===== src/rtl/pipe_delay_reg.sv =====
// Elastic valid/ready delay line: DEPTH register stages with bubble collapse,
// synchronous flush and a registered occupancy count.
module pipe_delay_reg #(
  parameter int unsigned      WIDTH       = 16,
  parameter int unsigned      DEPTH       = 2,
  parameter logic [WIDTH-1:0] RESET_VALUE = '0
) (
  input  logic                       clock,
  input  logic                       reset,
  input  logic                       flush,
  input  logic [WIDTH-1:0]           in_data,
  input  logic                       in_valid,
  output logic                       in_ready,
  output logic [WIDTH-1:0]           out_data,
  output logic                       out_valid,
  input  logic                       out_ready,
  output logic [$clog2(DEPTH+1)-1:0] level
);

  localparam int unsigned LW = $clog2(DEPTH + 1);
  localparam logic [LW-1:0] LVL_ONE = LW'(1);

  logic [DEPTH-1:0] valid;
  logic [WIDTH-1:0] data [DEPTH];
  logic [DEPTH:0]   rdy;
  logic             accept;
  logic             take;

  // A stage may load whenever it is empty or everything downstream of it moves.
  always_comb begin
    rdy = '0;
    rdy[DEPTH] = out_ready;
    for (int i = DEPTH - 1; i >= 0; i--) begin
      rdy[i] = !valid[i] || rdy[i+1];
    end
  end

  assign in_ready  = rdy[0] && !flush;
  assign accept    = in_valid && in_ready;
  assign take      = valid[DEPTH-1] && out_ready;
  assign out_valid = valid[DEPTH-1];
  assign out_data  = data[DEPTH-1];

  // Flush clears only the valid bits; data registers keep their contents.
  always_ff @(posedge clock) begin
    if (reset) begin
      valid <= '0;
      for (int i = 0; i < DEPTH; i++) begin
        data[i] <= RESET_VALUE;
      end
    end else if (flush) begin
      valid <= '0;
    end else begin
      if (rdy[0]) begin
        data[0]  <= in_data;
        valid[0] <= accept;
      end
      for (int i = 1; i < DEPTH; i++) begin
        if (rdy[i]) begin
          data[i]  <= data[i-1];
          valid[i] <= valid[i-1];
        end
      end
    end
  end

  always_ff @(posedge clock) begin
    if (reset || flush) begin
      level <= '0;
    end else if (accept && !take) begin
      level <= level + LVL_ONE;
    end else if (take && !accept) begin
      level <= level - LVL_ONE;
    end
  end

endmodule


===== config.mk =====
export PLATFORM = sky130hd
export DESIGN_NAME = pipe_delay_reg
export DESIGN_NICKNAME = d
export VERILOG_FILES = /design/src/rtl/pipe_delay_reg.sv
export SDC_FILE = /design/constraint.sdc
export NUM_CORES = 1
export LEC_CHECK = 0
export ABC_AREA = 1
export BUFFER_PORTS_ARGS = -buffer_cell sky130_fd_sc_hd__buf_2
export CAP_MARGIN = 30
export CORE_ASPECT_RATIO = 1.75
export CORE_MARGIN = 1.5
export CORE_UTILIZATION = 55
export CTS_CLUSTER_DIAMETER = 200
export DETAILED_ROUTE_END_ITERATION = 8
export HOLD_SLACK_MARGIN = 0.03
export PLACE_DENSITY = 0.8
export SYNTH_ARGS = -nofsm -noshare
export SYNTH_HDL_FRONTEND = slang
export SYNTH_SLANG_ARGS = --single-unit

===== constraint.sdc =====
create_clock -name clock -period 4.35 [get_ports clock]
set_input_delay 0.435 -clock clock [delete_from_list [all_inputs] [get_ports clock]]
set_output_delay 0.435 -clock clock [all_outputs]
set_load 0.02 [all_outputs]

==> results.cfg, run 1 <==
[worst_setup_path]
rr_endpoint = data[0][13]
critical_path.max_fanout = 3
worstRegToRegCells = 5
slowest_delay_ns = 0.35
crit_required_ns = 3.91
worst_setup_path_start_kind = register
arrival_ns = 1.22
crit_chain = inv_1 -> nor2_2 -> nand2_1 -> nand2_2 -> inv_2 -> buf_2
timing.rr.start = valid[1]
rrSetupSlack_ns = 2.86
cp-end-kind = output pin
worst-setup-path-type = reg -> out
cpMaxStageDelayCell = dfxtp_1

[placed_design]
hpwl_um = 1640
place_area_um2 = 1680
dpl.cell_count = 201
place.gp.congestion = 0.680
io_buffers = 40

[sta]
clock_skew_ns = 0.00686
max-slew-margin-rel_pct = 59.5
drv_slew = 0
hold_viol = 0
grt_setup_unrepaired = no
setup_tns_ns = 0
fin_crit_sh_pct = 38.0
fmaxAchievable_mhz = 604
setup_viol = 0
worstMarginPinSlew_ns = 0.607
finalCriticalPeriod_ns = 1.65

[die]
num_io_pins = 41
start_util_pct = 58.8
chipWidth_um = 43.8
coreArea_um2 = 2720
dieArea_um2 = 3250
rows = 25
die_y_um = 74.4

[detailed_routing]
antenna_left = 0
routedWlPerCell_um = 10.5
drcViolationCount = 0
viasPerCell = 4.61
first_iter_violations = 25
num_vias = 963
drt_first_pass_iters = 4
wirelength_um = 2190

[hold_path]
hold_path_depth = 3
hold_end = valid[0]
hold_path.class = in -> reg
hold_start = in_valid

[power_and_ir_drop]
p_int_mw = 0.551
p_leak_nw = 0.894
p_seq_share_pct = 57.3
p_comb_share_pct = 9.3
power.density_nw_per_um2 = 400
p_sw_mw = 0.156
vdd_ir_drop_max_mv = 0.268
finalPower_mw = 0.706
pwr-share-clk_pct = 33.4
netSwitchingFraction_pct = 22.1

[logic_synthesis]
synth_cells = 152
synth.net_count = 174
synth_area_um2 = 1600
ys_seq_elements = 36
yosys_warnings = 0
seq_area_frac_synth_pct = 65.1
synth-edff-count = 32
synth.distinct_cells = 16
synth_area_per_cell_um2 = 10.5
synth_ff_type = edfxtp_1
synth-async-reset-ratio_pct = 0

[final_layout]
n_antenna_cell = 0
final_cell_mix = 42 x inv_1, 40 x buf_2, 36 x nor2_1, 32 x edfxtp_1, 8 x nand2_1
layout-drive-gt1-share_pct = 28.0
final_util_pct = 64.9
fill_cells = 214
fin_area_um2 = 1770
nNetsFinal = 203
layout_commonest_cell = inv_1
syn_to_final_growth_pct = 10.4
instances_no_fill = 209

[global_route]
grt_use_met1_pct = 13.9
antenna_found_initial = 0
grt_first_pass_wirelength_um = 3570
grtUsageTotal_pct = 15.4
busiest_layer = met2
grt_max_degree = 33
gr-usage-met3_pct = 6.55
grt_pass1_vias = 933
grt.overflow.total = 0
grtUsageMet2_pct = 27.9

[outcome]
status = complete, no violations

[clock_tree]
cts_root_buf = clkbuf_8
cts_buffers = 5
cts_num_sinks = 36
cts_hold_buf = 0
insertion_delay_ns = 0.28
cts.path.max_buffers = 2
htree_num_levels = 2
tritoncts = done
post_cts_resized = 0
clkTransAtPathRegs_ns = 0.07
postCtsSetupBuffers = 0

[run]
cap_violations = 0
==> power by group through the flow <==
stage          Clock (mW)  Sequential (mW)  Combinational [mW]
2_1_floorplan           0            0.413              0.0568
3_3_place_gp            0            0.411              0.0634
3_5_place_dp            0            0.412              0.0660
4_1_cts             0.239            0.405              0.0663
5_1_grt             0.257            0.406              0.0730
6_report            0.236            0.405              0.0655
==> how the worst max path moves through the flow <==
stage,start,end,slack [ns]
2_1_floorplan,valid[1],data[0][16],2.27
3_3_place_gp,out_ready,data[0][3],2.78
3_5_place_dp,out_ready,data[0][0],2.69
4_1_cts,valid[1],in_ready,2.69
5_1_grt,valid[1],in_ready,2.58
6_report,valid[1],in_ready,2.70
==> logic make-up (layout without fill, tap and decap cells) <==
logic type	count (synthesis)	in the layout	share of synthesized area (%)
adder cells (fa/ha/maj)	1	1	0.782
AO/OA/AOI/OAI	4	4	1.25
flip-flops	36	36	65.1
buffers and inverters	62	92	20.4
AND/OR/NAND/NOR	49	49	12.5
==> critical path, delay by kind of cell, from the launching register on <==
family / cells / cell delay (ns)
flops: 1 / 0.35
simple gates: 3 / 0.32
buf+inv: 3 / 0.26
==> metal layers <==
| layer | share of wire, % | wire length [um] | vias to the layer above |
|---|---|---|---|
| met2 | 57 | 1250 | 33 |
| met3 | 5.5 | 121 | 5 |
| met1 | 35 | 769 | 432 |
| li1 | - | - | 493 |
| met5 | 0 | 0 | - |
| met4 | 2.2 | 48 | 0 |
==> synthesized netlist by cell type (2+ instances only) <==
master	number	area [um^2]
buf_8	3	45.0
inv_1	42	158
buf_4	16	120
nor2_1	36	135
nand2_1	8	30.0
edfxtp_1	32	961
a21oi_1	2	10.0
dfxtp_1	4	80.1
o21ai_0	2	10.0
==> sequential cells by signal, summed over array words and instances (netlist names) <==
| signal | flops |
|---|---|
| data | 32 |
| level | 2 |
| valid | 2 |
==> area by class of cell <==
cell class,count,area [um^2],share of cell area (%)
tap,27,33.8,1.91
timing repair buffer,41,208,11.8
clock buffer,8,90.1,5.10
multi-input combinational,54,233,13.2
inverter,43,161,9.14
sequential,36,1040,58.9
==> metrics by stage <==
step	hold slack, ns	setup WS (ns)
2_1_floorplan	0.441	2.27
3_3_place_gp	0.465	2.78
3_5_place_dp	0.472	2.69
4_1_cts	0.435	2.69
5_1_grt	0.453	2.58
6_report	0.436	2.70
Power figures use the tool's default switching activity.
==> run 2, diff against run 1 <==
--- a/config.mk
+++ b/config.mk
@@ -5,16 +5,16 @@
 export SDC_FILE = /design/constraint.sdc
 export NUM_CORES = 1
 export LEC_CHECK = 0
-export ABC_AREA = 1
+export ABC_AREA = 0
 export BUFFER_PORTS_ARGS = -buffer_cell sky130_fd_sc_hd__buf_2
 export CAP_MARGIN = 30
 export CORE_ASPECT_RATIO = 1.75
 export CORE_MARGIN = 1.5
-export CORE_UTILIZATION = 55
+export CORE_UTILIZATION = 51
 export CTS_CLUSTER_DIAMETER = 200
 export DETAILED_ROUTE_END_ITERATION = 8
 export HOLD_SLACK_MARGIN = 0.03
-export PLACE_DENSITY = 0.8
+export PLACE_DENSITY = 0.76
 export SYNTH_ARGS = -nofsm -noshare
 export SYNTH_HDL_FRONTEND = slang
 export SYNTH_SLANG_ARGS = --single-unit
==> constraint.sdc (replaced) <==
create_clock -name clock -period 1.7 [get_ports clock]
set_input_delay 0.17 -clock clock [delete_from_list [all_inputs] [get_ports clock]]
set_output_delay 0.17 -clock clock [all_outputs]
set_load 0.02 [all_outputs]
==> run 2 against run 1 <==
Net effect: the flow now finishes with violations (design-rule violations); sequential cell count did not move; highest routed layer unchanged; via count fell by 15%; non-clock buffer count rose by 2; register-to-register slack got worse by 2.8 ns; first-iteration DRC count fell by 40%; core utilization fell by 1.2 points; cell area rose by 4.4%; clock-buffer cell count fell by 1; hold slack got worse by 0.32 ns; largest cell class unchanged; clock power rose to 3.4 times the previous value.
==> results.cfg, run 2 <==
[global_route]
grt_first_pass_wirelength_um = 3150
antenna_found_initial = 0
grt_pass1_vias = 753
grtUsageTotal_pct = 13.1
grt.overflow.total = 0
grt_max_degree = 33

[worst_setup_path]
cpMaxStageDelayCell = dfxtp_4
crit_chain = and3b_2 -> nor2_4 -> and2_4 -> ha_4 -> xor2_1 -> or3_1 -> a21boi_1
cp-end-kind = register
crit_family = simple AND/OR/NAND/NOR gates
crit_required_ns = 1.91
cp.buffers_inverters = 0
worst-setup-path-type = reg -> reg
arrival_ns = 1.86
worst_setup_path_start_kind = register
critical_path.max_fanout = 4
slowest_delay_ns = 0.35

[detailed_routing]
wirelength_um = 2090
viasPerCell = 4.91
antenna_left = 0
first_iter_violations = 15
num_vias = 815
drt_first_pass_iters = 6
drcViolationCount = 2
routedWlPerCell_um = 12.6

[outcome]
violations = design-rule violations
status = finished with violations

[logic_synthesis]
synth_compound_area_share_pct = 2.26
netlist_top_cells_count = 32 x edfxtp_1, 30 x and2_2, 16 x buf_4
yosys_warnings = 0
synth-edff-count = 32
synth_cells = 105
synth_area_um2 = 1550
synth.net_count = 127
yosys.area_share.simple_pct = 19.9
synth_adder_area_share_pct = 0.808
ys_seq_elements = 36
synth-async-reset-ratio_pct = 0
muxShareOfSynthArea_pct = 0
synth_xor_area_share_pct = 1.13
synth.distinct_cells = 20
synth_area_per_cell_um2 = 14.8
synth_ff_type = edfxtp_1
netlist.top_cell.by_area = edfxtp_1
synth_top_area_share_pct = 62.0
synthTopCellsByArea = edfxtp_1 62%, and2_2 15%, buf_4 7.8%, dfxtp_1 5.2%, and2_1 1.2%
seq_area_frac_synth_pct = 67.2
yosysMostFrequentCell = edfxtp_1
synth_top_family_by_area = simple AND/OR/NAND/NOR gates

[clock_tree]
cts_root_buf = clkbuf_8
cts_num_sinks = 36
clkTransAtPathRegs_ns = 0.07
htree_num_levels = 2
cts_buffers = 5
insertion_delay_ns = 0.28
cts.path.max_buffers = 2
tritoncts = done

[placed_design]
place_area_um2 = 1680
pre_cts_slack_ns = -0.0177
place.gp.congestion = 0.676
io_buffers = 40
hpwl_um = 1430
dpl.cell_count = 156

[sta]
clock_skew_ns = 0.00372
fmaxAchievable_mhz = 606
setup_tns_ns = 0
max-slew-margin-rel_pct = 66.7
hold_viol = 0
finalCriticalPeriod_ns = 1.65
setup_viol = 0
drv_slew = 0
whs_ns = 0.120
fin_crit_sh_pct = 97.0
setup_slack_ns = 0.0505
grt_setup_unrepaired = yes
worstMarginPinSlew_ns = 0.498

[hold_path]
hold_path.class = in -> reg

[die]
dieArea_um2 = 3390
die_y_um = 75.9
coreArea_um2 = 2900
start_util_pct = 53.5
num_io_pins = 41
chipWidth_um = 44.7
rows = 26

[final_layout]
regMostFlops = data
syn_to_final_growth_pct = 19.1
layout-drive-gt1-share_pct = 65.9
final_util_pct = 63.7
fill_cells = 204
nNetsFinal = 159
top_regs = data (32), level (2), valid (2)
layout_commonest_cell = buf_2
largest_register_ffs = 32
instances_no_fill = 166
final_cell_mix = 40 x buf_2, 32 x edfxtp_1, 30 x and2_2, 7 x clkbuf_8
n_antenna_cell = 0
fin_area_um2 = 1840

[run]
cap_violations = 0

[power_and_ir_drop]
vdd_ir_drop_max_mv = 0.709
p_leak_nw = 0.816
netSwitchingFraction_pct = 19.3
p_comb_share_pct = 8.6
p_sw_mw = 0.388
p_int_mw = 1.62
pwr-share-clk_pct = 39.5
power.density_nw_per_um2 = 1090
p_seq_share_pct = 51.8
finalPower_mw = 2.01
==> run 2: cell types whose count changed in the layout (fill, tap and decap cells not counted), sizes merged, moves of 3 or more <==
cell,change
nor2,-35
nor3,+3
nand2,-9
inv,-43
and2,+33
==> run 2: area by class of cell <==
cell class	count	area, um^2	area share, %
clock buffers	7	96.3	5.22
repair buffers	43	223	12.1
flip-flops and latches	36	1040	56.6
well taps	28	35.0	1.90
clock inverters	1	30.0	1.63
multi-input cells	51	415	22.5
==> run 2: worst paths after layout <==
kind / to / slack [ns] / cells after the start / from
worst max-delay path: level[1] / 0.05 / 7 / valid[1]
worst min-delay path: valid[0] / 0.12 / 2 / in_valid
worst max register to register: level[1] / 0.05 / 7 / valid[1]
worst min register to register: valid[1] / 0.47 / 1 / valid[0]
==> run 2: what timing repair did <==
action | 4_1_cts | 5_1_grt
endpoints found under the hold margin | 0 | 0
pin swaps | 0 | 2
setup endpoints to repair | 1 | 33
setup buffers | 0 | 1
gates cloned | 0 | 1
hold buffers | 0 | 0
resized for setup | 1 | 3
==> run 2: power groups by stage <==
stage	sequential [mW]	combinational (mW)	clock [mW]
6_report	1.04	0.173	0.793
5_1_grt	1.04	0.188	0.854
2_1_floorplan	1.06	0.133	0
4_1_cts	1.04	0.167	0.810
3_5_place_dp	1.06	0.166	0
3_3_place_gp	1.06	0.161	0
==> run 2: worst register-to-register path, cell delays in order (launching register included) <==
cell      delay (ns)
dfxtp_4         0.35
and3b_2         0.30
nor2_4          0.05
and2_4          0.16
ha_4            0.15
xor2_1          0.14
or3_1           0.31
a21boi_1        0.13
==> run 2: routing by layer <==
metal  part of all wire, %  global-route usage, %  up-vias  routed length (um)
met3                   6.5                   5.24        5                 135
met2                    55                   22.2       31                1150
met5                     0                      0        -                   0
met1                    36                   12.6      373                 750
li1                      -                      -      406                   -
met4                   2.4                   7.27        0                  51
==> run 2: logic make-up after synthesis <==
kind of cell | count (synthesis)
buffers and inverters | 19
xor gates and xnor gates | 2
AOI/OAI and AO/OA | 5
adders and majority gates | 1
and+or+nand+nor | 42
DFF | 36
==> run 3, diff against run 2 <==
--- a/config.mk
+++ b/config.mk
@@ -10,11 +10,11 @@
 export CAP_MARGIN = 30
 export CORE_ASPECT_RATIO = 1.75
 export CORE_MARGIN = 1.5
-export CORE_UTILIZATION = 51
+export CORE_UTILIZATION = 44
 export CTS_CLUSTER_DIAMETER = 200
 export DETAILED_ROUTE_END_ITERATION = 8
 export HOLD_SLACK_MARGIN = 0.03
-export PLACE_DENSITY = 0.76
+export PLACE_DENSITY = 0.67
 export SYNTH_ARGS = -nofsm -noshare
 export SYNTH_HDL_FRONTEND = slang
 export SYNTH_SLANG_ARGS = --single-unit
==> run 3 against run 2 <==
Net effect: the run now ends clean; cell area fell by 2.6%; register-to-register slack got worse by 0.02 ns; sequential power barely moved; hold slack got worse by 0.0041 ns; cell count rose by 9.6%; clock-buffer cell count fell by 2; largest power group unchanged.
==> results.cfg, run 3 (synthesized netlist as in run 2, its figures left out) <==
[detailed_routing]
drcViolationCount = 0
num_vias = 802
antenna_left = 0
first_iter_violations = 10
routedWlPerCell_um = 11.3
viasPerCell = 4.41
drt_first_pass_iters = 2
wirelength_um = 2060

[sta]
clock_skew_ns = 0.00190
grt_setup_unrepaired = yes
fmaxAchievable_mhz = 600
drv_slew = 0
finalCriticalPeriod_ns = 1.67
fin_crit_sh_pct = 98.0
worstMarginPinSlew_ns = 0.772
setup_slack_ns = 0.0346
max-slew-margin-rel_pct = 48.4
setup_viol = 0
hold_viol = 0

[outcome]
status = complete, no violations

[global_route]
grt_first_pass_wirelength_um = 3280
grt.overflow.total = 0
grtUsageTotal_pct = 12.7
grt_pass1_vias = 778
grt_max_degree = 33
antenna_found_initial = 0

[final_layout]
layout_commonest_cell = buf_2
largest_register_ffs = 32
fin_area_um2 = 1800
n_antenna_cell = 0
nNetsFinal = 158
layout-drive-gt1-share_pct = 64.2
syn_to_final_growth_pct = 15.9
final_util_pct = 53.4
regMostFlops = data
top_regs = data (32), level (2), valid (2)
fill_cells = 307
final_cell_mix = 40 x buf_2, 32 x edfxtp_1, 29 x and2_2, 5 x clkbuf_8
instances_no_fill = 182

[die]
start_util_pct = 46.1
die_y_um = 81.5
num_io_pins = 41
coreArea_um2 = 3360
dieArea_um2 = 3900
rows = 28
chipWidth_um = 47.9

[worst_setup_path]
crit_chain = and3b_2 -> nor2_4 -> and2_1 -> ha_1 -> xor2_1 -> or3_1 -> a21boi_2
arrival_ns = 1.88
cp-end-kind = register
crit_start = valid[1]
critical_path.max_fanout = 4
rrSetupSlack_ns = 0.03
cpMaxStageDelayCell = dfxtp_4
timing.rr.start = valid[1]
worstRegToRegCells = 7
setup.worst_path.end = level[1]
worst_setup_path_start_kind = register
slowest_delay_ns = 0.35
worst-setup-path-type = reg -> reg
rr_endpoint = level[1]
crit_required_ns = 1.92

[clock_tree]
cts_root_buf = clkbuf_8
htree_num_levels = 2
insertion_delay_ns = 0.28
cts.path.max_buffers = 2
cts_num_sinks = 36
tritoncts = done
cts_buffers = 5
clkTransAtPathRegs_ns = 0.07

[placed_design]
dpl.cell_count = 173
place.gp.congestion = 0.643
pre_cts_slack_ns = -0.0110
io_buffers = 40
place_area_um2 = 1700
hpwl_um = 1580

[power_and_ir_drop]
vdd_ir_drop_max_mv = 0.646
p_leak_nw = 0.792
power.density_nw_per_um2 = 981

[hold_path]
hold_start = in_valid
hold_path.class = in -> reg

[run]
cap_violations = 0
[run 3: worst min-delay path by stage]
stage,to,slack (ns),cells past startpoint
floorplan,level[0],0.25,1
global placement,valid[0],0.40,2
detailed placement,valid[0],0.40,2
CTS,valid[0],0.11,2
global route,valid[0],0.12,2
finish,valid[0],0.12,2
[run 3: final cells by class]
type                    count  area (um^2)  area share [%]
flip-flops and latches     36         1040            58.2
multi-input cells          50          389            21.7
clock buffers               5         68.8            3.83
well taps                  45         56.3            3.14
clock inverters             3         13.8           0.767
repair buffers             43          223            12.4
[run 3: worst max-delay path, delay by kind of cell (launching register included)]
| family | cells | cell delay (ns) |
|---|---|---|
| flip-flops | 1 | 0.35 |
| AND/OR/NAND/NOR | 4 | 0.77 |
| adder cells (fa/ha/maj) | 1 | 0.21 |
| XOR/XNOR | 1 | 0.15 |
| AO/OA/AOI/OAI | 1 | 0.12 |
[run 3: layer usage]
metal	up-vias	GRT usage (%)	wire, um
met3	5	5.27	133
met1	371	11.4	668
met4	0	7.57	51
met2	26	22.0	1210
li1	400	-	-
met5	-	0	0
[run 3: where the power goes]
group	internal, mW	switching (mW)	total [mW]
clock	0.277	0.276	0.554
combinational	0.0715	0.0950	0.166
sequential	1.03	0.0134	1.04
total	1.38	0.385	1.76
[run 3: per-stage QoR]
step | hold slack [ns] | TNS, ns | total power, mW
floorplan | 0.247 | -0.0195 | 1.19
global placement | 0.403 | 0 | 1.22
detailed placement | 0.404 | -0.0110 | 1.23
CTS | 0.107 | 0 | 1.78
global route | 0.117 | -1.08 | 1.84
finish | 0.115 | 0 | 1.76
[run 3: timing repair]
item	CTS	global route
hold endpoints to repair	0	0
hold buffers	0	0
pin swaps	0	2
gates resized for setup	1	2
setup buffers	0	1
setup endpoints to repair	1	33
